`config.mk`:
```
export PLATFORM = sky130hd
export DESIGN_NAME = vga_timing_gen
export DESIGN_NICKNAME = d
export VERILOG_FILES = /design/src/rtl/vga_pkg.sv /design/src/rtl/vga_pix_div.sv /design/src/rtl/vga_timing_gen.sv
export SDC_FILE = /design/constraint.sdc
export NUM_CORES = 1
export LEC_CHECK = 0
export CAP_MARGIN = 20
export CORE_MARGIN = 3
export CORE_UTILIZATION = 23
export DETAILED_ROUTE_END_ITERATION = 12
export MAX_ROUTING_LAYER = met4
export PLACE_DENSITY = 0.53
export SLEW_MARGIN = 20
export SYNTH_ARGS = -nofsm -noshare
export SYNTH_HDL_FRONTEND = slang
export SYNTH_SLANG_ARGS = --single-unit
export TNS_END_PERCENT = 5
```
`constraint.sdc`:
```
create_clock -name wb_clk_i -period 2.4 [get_ports wb_clk_i]
set_clock_uncertainty 0.2 [all_clocks]
set_input_delay 0.6 -clock wb_clk_i [delete_from_list [all_inputs] [get_ports wb_clk_i]]
set_output_delay 0.6 -clock wb_clk_i [all_outputs]
set_load 0.02 [all_outputs]
```
`src/rtl/vga_pkg.sv`:
```
// Shared VGA timing constants: default 640x480@60 figures, counter width and frame-total helper.
package vga_pkg;

  localparam int CNT_W = 10;
  typedef logic [CNT_W-1:0] cnt_t;

  localparam int DEF_H_ACTIVE = 640;
  localparam int DEF_H_FP     = 16;
  localparam int DEF_H_SYNC   = 96;
  localparam int DEF_H_BP     = 48;

  localparam int DEF_V_ACTIVE = 480;
  localparam int DEF_V_FP     = 10;
  localparam int DEF_V_SYNC   = 2;
  localparam int DEF_V_BP     = 33;

  function automatic int timing_total(input int active, input int fp, input int sync, input int bp);
    return active + fp + sync + bp;
  endfunction

endpackage

```
`src/rtl/vga_pix_div.sv`:
```
// Pixel-rate tick generator: one tick every CLK_DIV clocks while enabled; phase freezes when enable is low.
// Reset clears the phase, so the first tick after release lands CLK_DIV clocks later.
module vga_pix_div #(
  parameter int CLK_DIV = 2
) (
  input  logic clk,
  input  logic rst,
  input  logic enable,
  output logic pix_tick
);

  if (CLK_DIV == 1) begin : g_pass
    assign pix_tick = enable & ~rst;
  end else begin : g_div
    localparam int DW = $clog2(CLK_DIV);
    localparam logic [DW-1:0] LAST = DW'(CLK_DIV - 1);

    logic [DW-1:0] div_cnt;

    always_ff @(posedge clk) begin
      if (rst) begin
        div_cnt <= '0;
      end else if (enable) begin
        div_cnt <= (div_cnt == LAST) ? '0 : div_cnt + 1'b1;
      end
    end

    assign pix_tick = enable & ~rst & (div_cnt == LAST);
  end

endmodule

```
`src/rtl/vga_timing_gen.sv`:
```
// VGA raster timing: h/v counters on the pixel tick, colour and sync registered together (1 pixel tick latency).
// Define VGA_TEST_PATTERN_EN to build the 8-bar colour pattern selected by test_mode.
module vga_timing_gen
  import vga_pkg::*;
#(
  parameter int COLOR_BITS = 4,
  parameter int H_ACTIVE   = DEF_H_ACTIVE,
  parameter int H_FP       = DEF_H_FP,
  parameter int H_SYNC     = DEF_H_SYNC,
  parameter int H_BP       = DEF_H_BP,
  parameter int V_ACTIVE   = DEF_V_ACTIVE,
  parameter int V_FP       = DEF_V_FP,
  parameter int V_SYNC     = DEF_V_SYNC,
  parameter int V_BP       = DEF_V_BP,
  parameter int CLK_DIV    = 2,
  parameter int SYNC_POL   = 0
) (
  input  logic                  wb_clk_i,
  input  logic                  wb_rst_i,
  input  logic                  enable,
  input  logic [COLOR_BITS-1:0] pix_r,
  input  logic [COLOR_BITS-1:0] pix_g,
  input  logic [COLOR_BITS-1:0] pix_b,
  input  logic                  test_mode,
  output logic [CNT_W-1:0]      x,
  output logic [CNT_W-1:0]      y,
  output logic                  pix_req,
  output logic                  hsync,
  output logic                  vsync,
  output logic [COLOR_BITS-1:0] red,
  output logic [COLOR_BITS-1:0] green,
  output logic [COLOR_BITS-1:0] blue,
  output logic                  frame_start,
  output logic                  line_start
);

  localparam int   H_TOTAL  = timing_total(H_ACTIVE, H_FP, H_SYNC, H_BP);
  localparam int   V_TOTAL  = timing_total(V_ACTIVE, V_FP, V_SYNC, V_BP);
  localparam cnt_t H_LAST   = cnt_t'(H_TOTAL - 1);
  localparam cnt_t V_LAST   = cnt_t'(V_TOTAL - 1);
  localparam cnt_t H_ACT    = cnt_t'(H_ACTIVE);
  localparam cnt_t V_ACT    = cnt_t'(V_ACTIVE);
  localparam cnt_t HS_BEG   = cnt_t'(H_ACTIVE + H_FP);
  localparam cnt_t HS_END   = cnt_t'(H_ACTIVE + H_FP + H_SYNC);
  localparam cnt_t VS_BEG   = cnt_t'(V_ACTIVE + V_FP);
  localparam cnt_t VS_END   = cnt_t'(V_ACTIVE + V_FP + V_SYNC);
  localparam logic SYNC_ON  = (SYNC_POL != 0);
  localparam logic SYNC_OFF = (SYNC_POL == 0);

  logic                  pix_tick;
  cnt_t                  hcnt;
  cnt_t                  vcnt;
  logic                  active;
  logic                  h_wrap;
  logic                  v_wrap;
  logic                  hs_now;
  logic                  vs_now;
  logic [COLOR_BITS-1:0] col_r;
  logic [COLOR_BITS-1:0] col_g;
  logic [COLOR_BITS-1:0] col_b;

  vga_pix_div #(
    .CLK_DIV (CLK_DIV)
  ) u_pix_div (
    .clk      (wb_clk_i),
    .rst      (wb_rst_i),
    .enable   (enable),
    .pix_tick (pix_tick)
  );

  assign active = (hcnt < H_ACT) && (vcnt < V_ACT);
  assign h_wrap = (hcnt == H_LAST);
  assign v_wrap = (vcnt == V_LAST);
  assign hs_now = (hcnt >= HS_BEG) && (hcnt < HS_END);
  assign vs_now = (vcnt >= VS_BEG) && (vcnt < VS_END);

  assign x           = active ? hcnt : '0;
  assign y           = active ? vcnt : '0;
  assign pix_req     = pix_tick & active;
  assign line_start  = pix_tick & h_wrap;
  assign frame_start = pix_tick & h_wrap & v_wrap;

  always_ff @(posedge wb_clk_i) begin
    if (wb_rst_i) begin
      hcnt <= '0;
      vcnt <= '0;
    end else if (pix_tick) begin
      if (h_wrap) begin
        hcnt <= '0;
        vcnt <= v_wrap ? '0 : vcnt + 1'b1;
      end else begin
        hcnt <= hcnt + 1'b1;
      end
    end
  end

`ifdef VGA_TEST_PATTERN_EN
  logic [2:0] bar;
  assign bar = 3'((int'(hcnt) * 8) / H_ACTIVE);

  always_comb begin
    col_r = pix_r;
    col_g = pix_g;
    col_b = pix_b;
    if (test_mode) begin
      col_r = {COLOR_BITS{bar[2]}};
      col_g = {COLOR_BITS{bar[1]}};
      col_b = {COLOR_BITS{bar[0]}};
    end
  end
`else
  logic unused_test_mode;
  assign unused_test_mode = test_mode;

  always_comb begin
    col_r = pix_r;
    col_g = pix_g;
    col_b = pix_b;
  end
`endif

  // Blanking while disabled takes effect on the very next clock, not the next tick.
  always_ff @(posedge wb_clk_i) begin
    if (wb_rst_i || !enable) begin
      red   <= '0;
      green <= '0;
      blue  <= '0;
      hsync <= SYNC_OFF;
      vsync <= SYNC_OFF;
    end else if (pix_tick) begin
      red   <= active ? col_r : '0;
      green <= active ? col_g : '0;
      blue  <= active ? col_b : '0;
      hsync <= hs_now ? SYNC_ON : SYNC_OFF;
      vsync <= vs_now ? SYNC_ON : SYNC_OFF;
    end
  end

endmodule

```
==> results.txt, run 1 <==
Longest Clk Path Bufs - 2
drc violations - 0
clock latency on the worst-skew pair - 0.28 ns
P&R area growth vs syn - 59.9%
site row count - 31
CTS buffer count - 5
NetSw - 286 uW
core area - 7290 um^2
reg2reg path depth - 5
Lkg Pwr - 1.07 nW
vias in the first global route - 1,733
Post-synth ARST share - 0%
unrepaired setup endpoints after global routing - true
Initial DRT Pass Iterations - 5
peak supply drop - 0.000205 V
kind of critical path - flop to output port
worst setup margin - -0.142 ns
DP HPWL - 3.86 mm
min Tclk post-route - 2.54 ns
CP peak stage delay - 0.53 ns
Placer Congestion - 0.841
mean post-synth cell area - 7.98 um^2
Reg clk slew, reported paths - 0.07 ns
initial cell density of the core - 24.0%
Vias/cell - 4.52
Req. time, crit path - 1.60 ns
sequential-to-total area share from yosys stat - 40.1%
reg2reg end - vcnt[5]
GRT Overall Usage - 12.6%
hold crit path type - flop to flop
fmax - 393 MHz
Die W - 93.1 um
failing checks - negative setup slack
routed len/inst - 12.7 um
area of the mapped netlist - 1750 um^2
most frequent cells in the layout - buf_4, dfxtp_1, clkdlybuf4s50_1
root buffer cell - clkbuf_8
global-route wire length before repair - 8.45 mm
reg-to-reg startpoint - hcnt[5]
routed vias - 1,826
initial antenna violation count - 0
internal power - 987 uW
most common cell after layout, fill and taps aside - buf_4
Design Power - 1.27 mW
CP Capture Type - output port
crit path max fanout - 3
HP Start - green[3]
Worst setup SP type - flop
Fin. Hold Viols - 0
slowest stage cell on the critical path - or4_4
layout cell share with drive strength beyond 1 - 28.5%
Cell Chain, Critical Path - or3_4 -> or4_4 -> nor2_4 -> buf_6
Clock power frac - 43.6%
fin crit share - 106%
setup TNS - -0.284 ns
max-slew violation count - 0
R2R setup slack - 0.17 ns
combinational power share - 9.7%
Total Routed Length - 5.13 mm
CTS tree - done
Max-Cap Viols - 0
Synth Register Bits - 35
# IOs - 53
synth warn - 0
outcome - finished with violations
grt total ovfl - 0
die outline area - 8680 um^2
die height - 93.1 um
Final setup viols - 4
sequential share of power - 46.7%
dominant synthesized flop cell - dfxtp_1
DR iter-0 viols - 42
Cell Pwr Density - 456 nW/um^2
CTS H-tree lvls - 2
fin nets - 324
Worst EP arrival - 1.74 ns
Diodes inserted - 0
cts hold-fix bufs - 0
Worst Hold Path Cells - 2
Min-Delay Endpoint - green[3]
I/O Buffers - 50
EDFF count, synth - 0
post-synthesis cell count - 219
Switching Fraction - 22.5%
synth unique cells - 36
Net Count, Synth - 239
Sinks on Clock Net - 35
largest net degree at the start of global routing - 21
Antenna Nets Post-Route - 0
-- power groups by stage --
| stage | registers (mW) | logic (mW) | clock network, mW |
|---|---|---|---|
| 2_1_floorplan | 0.617 | 0.0485 | 0 |
| 3_3_place_gp | 0.608 | 0.126 | 0 |
| 3_5_place_dp | 0.608 | 0.126 | 0 |
| 4_1_cts | 0.595 | 0.124 | 0.574 |
| 5_1_grt | 0.596 | 0.134 | 0.603 |
| 6_report | 0.595 | 0.123 | 0.555 |
-- cells in the mapped netlist, types with 2 or more instances --
master | count | share of area, %
a21oi_1 | 21 | 6.0
nor3_1 | 7 | 2.0
buf_6 | 2 | 1.3
nand2_1 | 18 | 3.9
nor2_1 | 13 | 2.8
or3_1 | 10 | 3.6
and2_1 | 15 | 5.4
nand3_1 | 21 | 6.0
nand4_1 | 4 | 1.4
ha_1 | 4 | 2.9
inv_1 | 8 | 1.7
nor4_1 | 10 | 3.6
nand4b_1 | 2 | 1.0
nand2b_1 | 3 | 1.1
clkbuf_1 | 9 | 1.9
xnor2_1 | 10 | 5.0
dfxtp_1 | 35 | 40
o21ai_0 | 8 | 2.3
and3_1 | 2 | 0.72
-- registers in the layout (all words and copies together), names as in the netlist --
signal / cells
hsync: 1
green: 4
red: 4
vcnt: 10
u_pix_div.g_div.div_cnt: 1
hcnt: 10
blue: 4
vsync: 1
-- what timing repair did --
action | in CTS | in global routing
hold endpoints to repair | 0 | 0
buffers inserted | 1 | 0
gates cloned | 0 | 0
endpoints found under the setup margin | 29 | 22
resized for setup | 125 | 9
pin swaps | 4 | 0
-- worst max-delay path, delay by kind of cell (launching register included) --
kind / cells / cell delay, ns
buf+inv: 1 / 0.12
flops: 1 / 0.31
simple gates: 3 / 1.02
-- how the worst max path moves through the flow --
stage / from / endpoint / slack, ns / cells past startpoint
after floorplan: wb_rst_i / frame_start / -0.09 / 4
after global placement: wb_rst_i / frame_start / -0.85 / 5
after detailed placement: wb_rst_i / frame_start / -0.86 / 5
after CTS: hcnt[5] / frame_start / -0.15 / 4
after global routing: hcnt[0] / frame_start / -0.19 / 5
final: hcnt[5] / frame_start / -0.14 / 4
-- cells by family (layout without fill, tap and decap cells) --
family | Yosys count | after routing | share of synthesized area, %
compound gates | 35 | 35 | 11.2
xor+xnor | 11 | 11 | 5.52
fa+ha+maj | 4 | 4 | 2.87
buf+inv | 23 | 109 | 6.09
flops | 35 | 35 | 40.1
other cells | 1 | 1 | 0.215
simple gates | 110 | 110 | 34.0
-- routing by layer --
metal | routed length [um] | track usage, % | share of wire (%)
met4 | 72 | 4.03 | 1.4
met3 | 296 | 2.98 | 5.8
met1 | 2530 | 16.5 | 49
met2 | 2230 | 19.1 | 44
met5 | 0 | - | 0
-- cell type report --
type	count	area (um^2)
Multi-Input combinational cell	161	1020
Fill cell	790	4500
Inverter	9	33.8
Tap cell	99	124
Clock inverter	2	35.0
Clock buffer	6	82.6
Timing Repair Buffer	92	792
Sequential cell	35	702
-- through the flow --
| stage | utilization (%) | instances | setup slack, ns | instance area, um^2 | hold slack (ns) |
|---|---|---|---|---|---|
| finish | 38.3 | 404 | -0.142 | 2790 | 0.267 |
| detailed placement | 36.3 | 395 | -0.862 | 2640 | 0.259 |
| global placement | 36.3 | 395 | -0.849 | 2640 | 0.253 |
| global route | 38.3 | 404 | -0.186 | 2790 | 0.290 |
| floorplan | - | 219 | -0.0934 | 1760 | 0.251 |
| CTS | 37.7 | 404 | -0.154 | 2750 | 0.271 |
Power figures use the tool's default switching activity.
==> run 2: changes to the inputs <==
- PLACE_DENSITY: 0.53 -> 0.51
- clock period: 2.4 -> 2.9 ns (I/O delays scaled with it)
==> run 2 against run 1 <==
  * The flow now finishes without violations
  * Count of clock-buffer cells in the layout is the same
  * Sequential share of layout area grew 1.4 points
  * Critical path depth grew 1
  * Setup slack gained 0.19 ns
  * Global-route usage shrank 0.51 points
  * Worst hold slack lost 0.0012 ns
  * Register-to-register slack gained 0.52 ns
  * Total power shrank 18%
  * Combinational power shrank 22%
  * Sequential power shrank 17%
  * Largest power group unchanged
  * Highest routed layer unchanged
==> results.txt, run 2 (same netlist as run 1, synthesis figures left out) <==
outcome - finished, final reports clean
DP HPWL - 3.77 mm
vias in the first global route - 1,688
Initial DRT Pass Iterations - 4
Worst setup SP type - primary input
placed cell area - 2550 um^2
most frequent cells in the layout - dfxtp_1, buf_4, clkdlybuf4s50_1
routed len/inst - 12.4 um
slowest stage cell on the critical path - or4_4
GRT Overall Usage - 12.0%
hold crit path type - flop to flop
sequential cell area - 701 um^2
Req. time, crit path - 1.98 ns
# IOs - 53
Total Routed Length - 4.89 mm
fmax - 351 MHz
kind of critical path - primary input to output port
Final setup viols - 0
die height - 93.1 um
CP peak stage delay - 0.52 ns
Design Power - 1.05 mW
CTS tree - done
Max-Cap Viols - 0
DR iter-0 viols - 47
final non-filler cell area - 2640 um^2
unrepaired setup endpoints after global routing - false
P&R area growth vs syn - 51.1%
pre-CTS setup slack - -0.607 ns
fin crit share - 98.2%
clock latency on the worst-skew pair - 0.29 ns
Top Registers - hcnt x10, vcnt x10
Worst EP arrival - 1.92 ns
initial antenna violation count - 0
routed vias - 1,795
Placer Congestion - 0.861
max-slew violation count - 0
die outline area - 8680 um^2
cts hold-fix bufs - 0
core area - 7290 um^2
root buffer cell - clkbuf_8
CP Capture Type - output port
drc violations - 0
critical path's top delay family - simple AND/OR/NAND/NOR gates
Vias/cell - 4.54
CTS H-tree lvls - 2
Lkg Pwr - 1.06 nW
global-route wire length before repair - 8.11 mm
multi-input logic area - 945 um^2
Longest Clk Path Bufs - 2
crit path max fanout - 3
FILL cells - 801
Cell Pwr Density - 397 nW/um^2
Fin. Hold Viols - 0
worst setup margin - 0.0525 ns
Diodes inserted - 0
peak supply drop - 0.000188 V
postcts setup bufs - 0
Sinks on Clock Net - 35
min Tclk post-route - 2.85 ns
final core occ - 36.2%
largest net degree at the start of global routing - 21
site row count - 31
grt total ovfl - 0
fin cells - 395
layout cell share with drive strength beyond 1 - 16.2%
initial cell density of the core - 24.0%
Die W - 93.1 um
Antenna Nets Post-Route - 0
I/O Buffers - 50
Cell Chain, Critical Path - dlygate4sd2_1 -> nand3b_1 -> or4_4 -> nor2_1 -> buf_4
Reg clk slew, reported paths - 0.08 ns
cell count after placement - 387
CTS buffer count - 5
most common cell after layout, fill and taps aside - dfxtp_1
fin nets - 315
Bufs and invs on worst path - 2
-- run 2: cell count changes in the layout (fill, tap and decap cells not counted), sizes merged --
cell          before  now
dlymetal6s2s       0    1
buf               64   36
dlygate4sd2        2   20
-- run 2: power by group --
| part | switching [mW] | internal, mW | leakage (nW) |
|---|---|---|---|
| clock network | 0.182 | 0.278 | 0.0612 |
| logic | 0.0500 | 0.0465 | 0.718 |
| registers | 0.00389 | 0.488 | 0.283 |
-- run 2: metal layers --
metal	share of wire (%)	GRT usage, %	up-vias
li1	-	-	910
met1	50	15.9	825
met2	42	18.1	52
met3	6.5	2.82	8
met4	1.5	4.27	0
met5	0	-	-
-- run 2: worst reg2reg max path: cells and delay by family (launching register included) --
family	cells	cell delay, ns
AND/OR/NAND/NOR	3	1.03
flip-flops	1	0.34
adder cells (fa/ha/maj)	1	0.18
AO/OA/AOI/OAI	1	0.17
buffers and inverters	1	0.21
-- run 2: final timing paths --
kind                      end  slack (ns)      from  cells past startpoint
setup / recovery  frame_start        0.05  wb_rst_i                      5
hold / removal       green[2]        0.27  green[2]                      2
setup reg to reg      vcnt[3]        0.69   hcnt[0]                      6
hold reg to reg      green[2]        0.27  green[2]                      2
-- run 2: cell type report --
class | instances | area share, %
inverter | 9 | 1.28
timing repair buffer | 83 | 27.3
sequential | 35 | 26.5
multi-input combinational | 161 | 35.8
clock inverter | 2 | 1.33
clock buffer | 6 | 3.13
tap | 99 | 4.69
-- run 2: timing repair --
action,CTS,global route
pin swaps,2,3
setup endpoints to repair,22,3
resized for setup,35,2
-- run 2: metrics by stage --
step                hold WS, ns  setup TNS (ns)
finish                    0.266               0
global route              0.289               0
CTS                       0.269          -0.112
detailed placement        0.256           -1.57
global placement          0.256           -1.54
floorplan                 0.251               0
==> run 3: changes to the inputs <==
- SYNTH_HIERARCHICAL: not set -> 1
==> run 3 against run 2 <==
  * The flow now finishes with violations (negative setup slack)
  * Wire length shrank 1.0%
  * Maximum frequency decreased by 2.3%
  * First-iteration DRC count rose by 94%
  * Combinational power is 36% lower
  * Largest cell class unchanged
  * Largest power group unchanged
==> results.txt, run 3 <==
outcome - finished with violations
failing checks - negative setup slack
Reg clk slew, reported paths - 0.08 ns
cell count after placement - 367
clock latency on the worst-skew pair - 0.29 ns
crit path max fanout - 3
Top Registers - hcnt x10, vcnt x10
peak supply drop - 0.000144 V
P&R area growth vs syn - 42.5%
CP Capture Type - output port
top cells by area, synth - dfxtp_1, a21oi_1, and2_1, nand3_1, nand2b_1
postcts setup bufs - 0
post-synthesis cell count - 211
Final setup viols - 1
die outline area - 8940 um^2
CP peak stage delay - 0.47 ns
GRT Overall Usage - 11.4%
die height - 94.6 um
Worst Hold Path Cells - 2
setup TNS - -0.0130 ns
site row count - 31
mean post-synth cell area - 8.55 um^2
final core occ - 34.5%
DR iter-0 viols - 91
Req. time, crit path - 1.98 ns
max-slew violation count - 0
Diodes inserted - 0
met3 GRT Util - 2.47%
EDFF count, synth - 0
synth warn - 6
Cell Chain, Critical Path - clkdlybuf4s50_1 -> nand2_1 -> nor2_2 -> and4_4 -> nand4b_4 -> nor2_2 -> buf_4
Synth Register Bits - 35
Post-synth ARST share - 0%
fin crit share - 100%
initial antenna violation count - 0
area of the mapped netlist - 1800 um^2
synth unique cells - 41
Longest Clk Path Bufs - 2
vias in the first global route - 1,564
Placer Congestion - 0.750
fin cells - 375
global-route wire length before repair - 7.81 mm
routed vias - 1,633
most frequent cells in the layout - dfxtp_1, clkdlybuf4s50_1, buf_4
# IOs - 53
min Tclk post-route - 2.91 ns
Total Routed Length - 4.84 mm
Antenna Nets Post-Route - 0
Lkg Pwr - 1.05 nW
layout cell share with drive strength beyond 1 - 17.0%
worst setup margin - -0.0130 ns
Cell Pwr Density - 351 nW/um^2
sequential-to-total area share from yosys stat - 38.8%
Initial DRT Pass Iterations - 4
core area - 7450 um^2
slowest stage cell on the critical path - clkdlybuf4s50_1
most common cell after layout, fill and taps aside - dfxtp_1
Design Power - 904 uW
Vias/cell - 4.35
critical path's most frequent cell - nor2_2
CTS H-tree lvls - 2
Sinks on Clock Net - 35
top-area cell type share of the netlist area - 38.8%
unrepaired setup endpoints after global routing - true
top cell type by total area after synthesis - dfxtp_1
largest net degree at the start of global routing - 32
hold crit path type - flop to flop
routed len/inst - 12.9 um
fmax - 343 MHz
Worst setup SP type - primary input
reg2reg path depth - 6
Net Count, Synth - 231
met1 Resource Use GR - 16.3%
top-count cell post-synth - dfxtp_1
CTS buffer count - 5
kind of critical path - primary input to output port
cts hold-fix bufs - 0
I/O Buffers - 50
hold_ws - 0.274 ns
Die W - 94.6 um
Most Crowded Layer GR - met1
drc violations - 0
fin nets - 295
top post-synthesis cells by count - dfxtp_1, a21oi_1, nand3_1, nor2_1, and2_1
CTS tree - done
Worst EP arrival - 1.99 ns
dominant synthesized flop cell - dfxtp_1
initial cell density of the core - 24.2%
Fin. Hold Viols - 0
root buffer cell - clkbuf_8
DP HPWL - 3.61 mm
GR Layer Usage met2 - 16.3%
Max-Cap Viols - 0
grt total ovfl - 0
[run 3: cell count changes in the layout (fill, tap and decap cells not counted), sizes merged, moves of 4 or more]
cell,delta
buf,-13
nand2,-11
nand2b,+11
xor2,+6
nor4,-5
or3,-5
xnor2,-5
nor2,+4
[run 3: cell type report]
| cell class | instances | area (um^2) |
|---|---|---|
| Clock buffer | 5 | 68.8 |
| Timing Repair Buffer | 71 | 641 |
| Clock inverter | 3 | 20.0 |
| Multi-Input combinational cell | 156 | 995 |
| Tap cell | 99 | 124 |
| Inverter | 6 | 22.5 |
| Sequential cell | 35 | 701 |
| Fill cell | 816 | 4880 |
[run 3: layer usage]
layer / up-vias / routed length (um) / part of all wire, %
met3: 4 / 176 / 3.6
met2: 29 / 2130 / 44
met5: - / 0 / 0
met1: 741 / 2480 / 51
met4: 0 / 48 / 0.99
li1: 859 / - / -
[run 3: final timing paths]
| kind | start | endpoint | slack (ns) |
|---|---|---|---|
| worst min-delay path | green[3] | green[3] | 0.27 |
| worst min register to register | green[3] | green[3] | 0.27 |
| worst max-delay path | enable | frame_start | -0.01 |
| worst max register to register | hcnt[0] | vcnt[9] | 0.81 |
[run 3: cell families (layout without fill, tap and decap cells)]
group	after synthesis	in the layout	synth area share [%]
AOI/OAI and AO/OA	31	31	9.43
xor gates and xnor gates	12	12	5.83
adders and majority gates	4	4	2.77
buffers and inverters	20	85	6.45
DFF	35	35	38.8
muxes	1	1	0.555
other	1	1	0.208
and+or+nand+nor	107	107	35.9
[run 3: worst max-delay path, delay by kind of cell]
kind / cells / cell delay, ns
simple gates: 5 / 0.64
buf+inv: 2 / 0.61
[run 3: through the flow]
stage / area (um^2) / worst slack (ns)
floorplan: 1800 / 0.112
global placement: 2500 / -0.515
detailed placement: 2500 / -0.545
CTS: 2570 / -0.0259
global route: 2570 / -0.0931
finish: 2570 / -0.0130
[run 3: repair_timing]
item / CTS / global route
pin swaps: 1 / 0
gates resized for setup: 31 / 5
setup endpoints to repair: 21 / 4
[run 3: where the power goes]
part / leakage (nW) / total (mW) / internal [mW] / switching [mW]
Clock: 0.0402 / 0.355 / 0.167 / 0.188
Sequential: 0.282 / 0.487 / 0.484 / 0.00288
Combinational: 0.730 / 0.0616 / 0.0340 / 0.0277
Total: 1.05 / 0.904 / 0.685 / 0.218
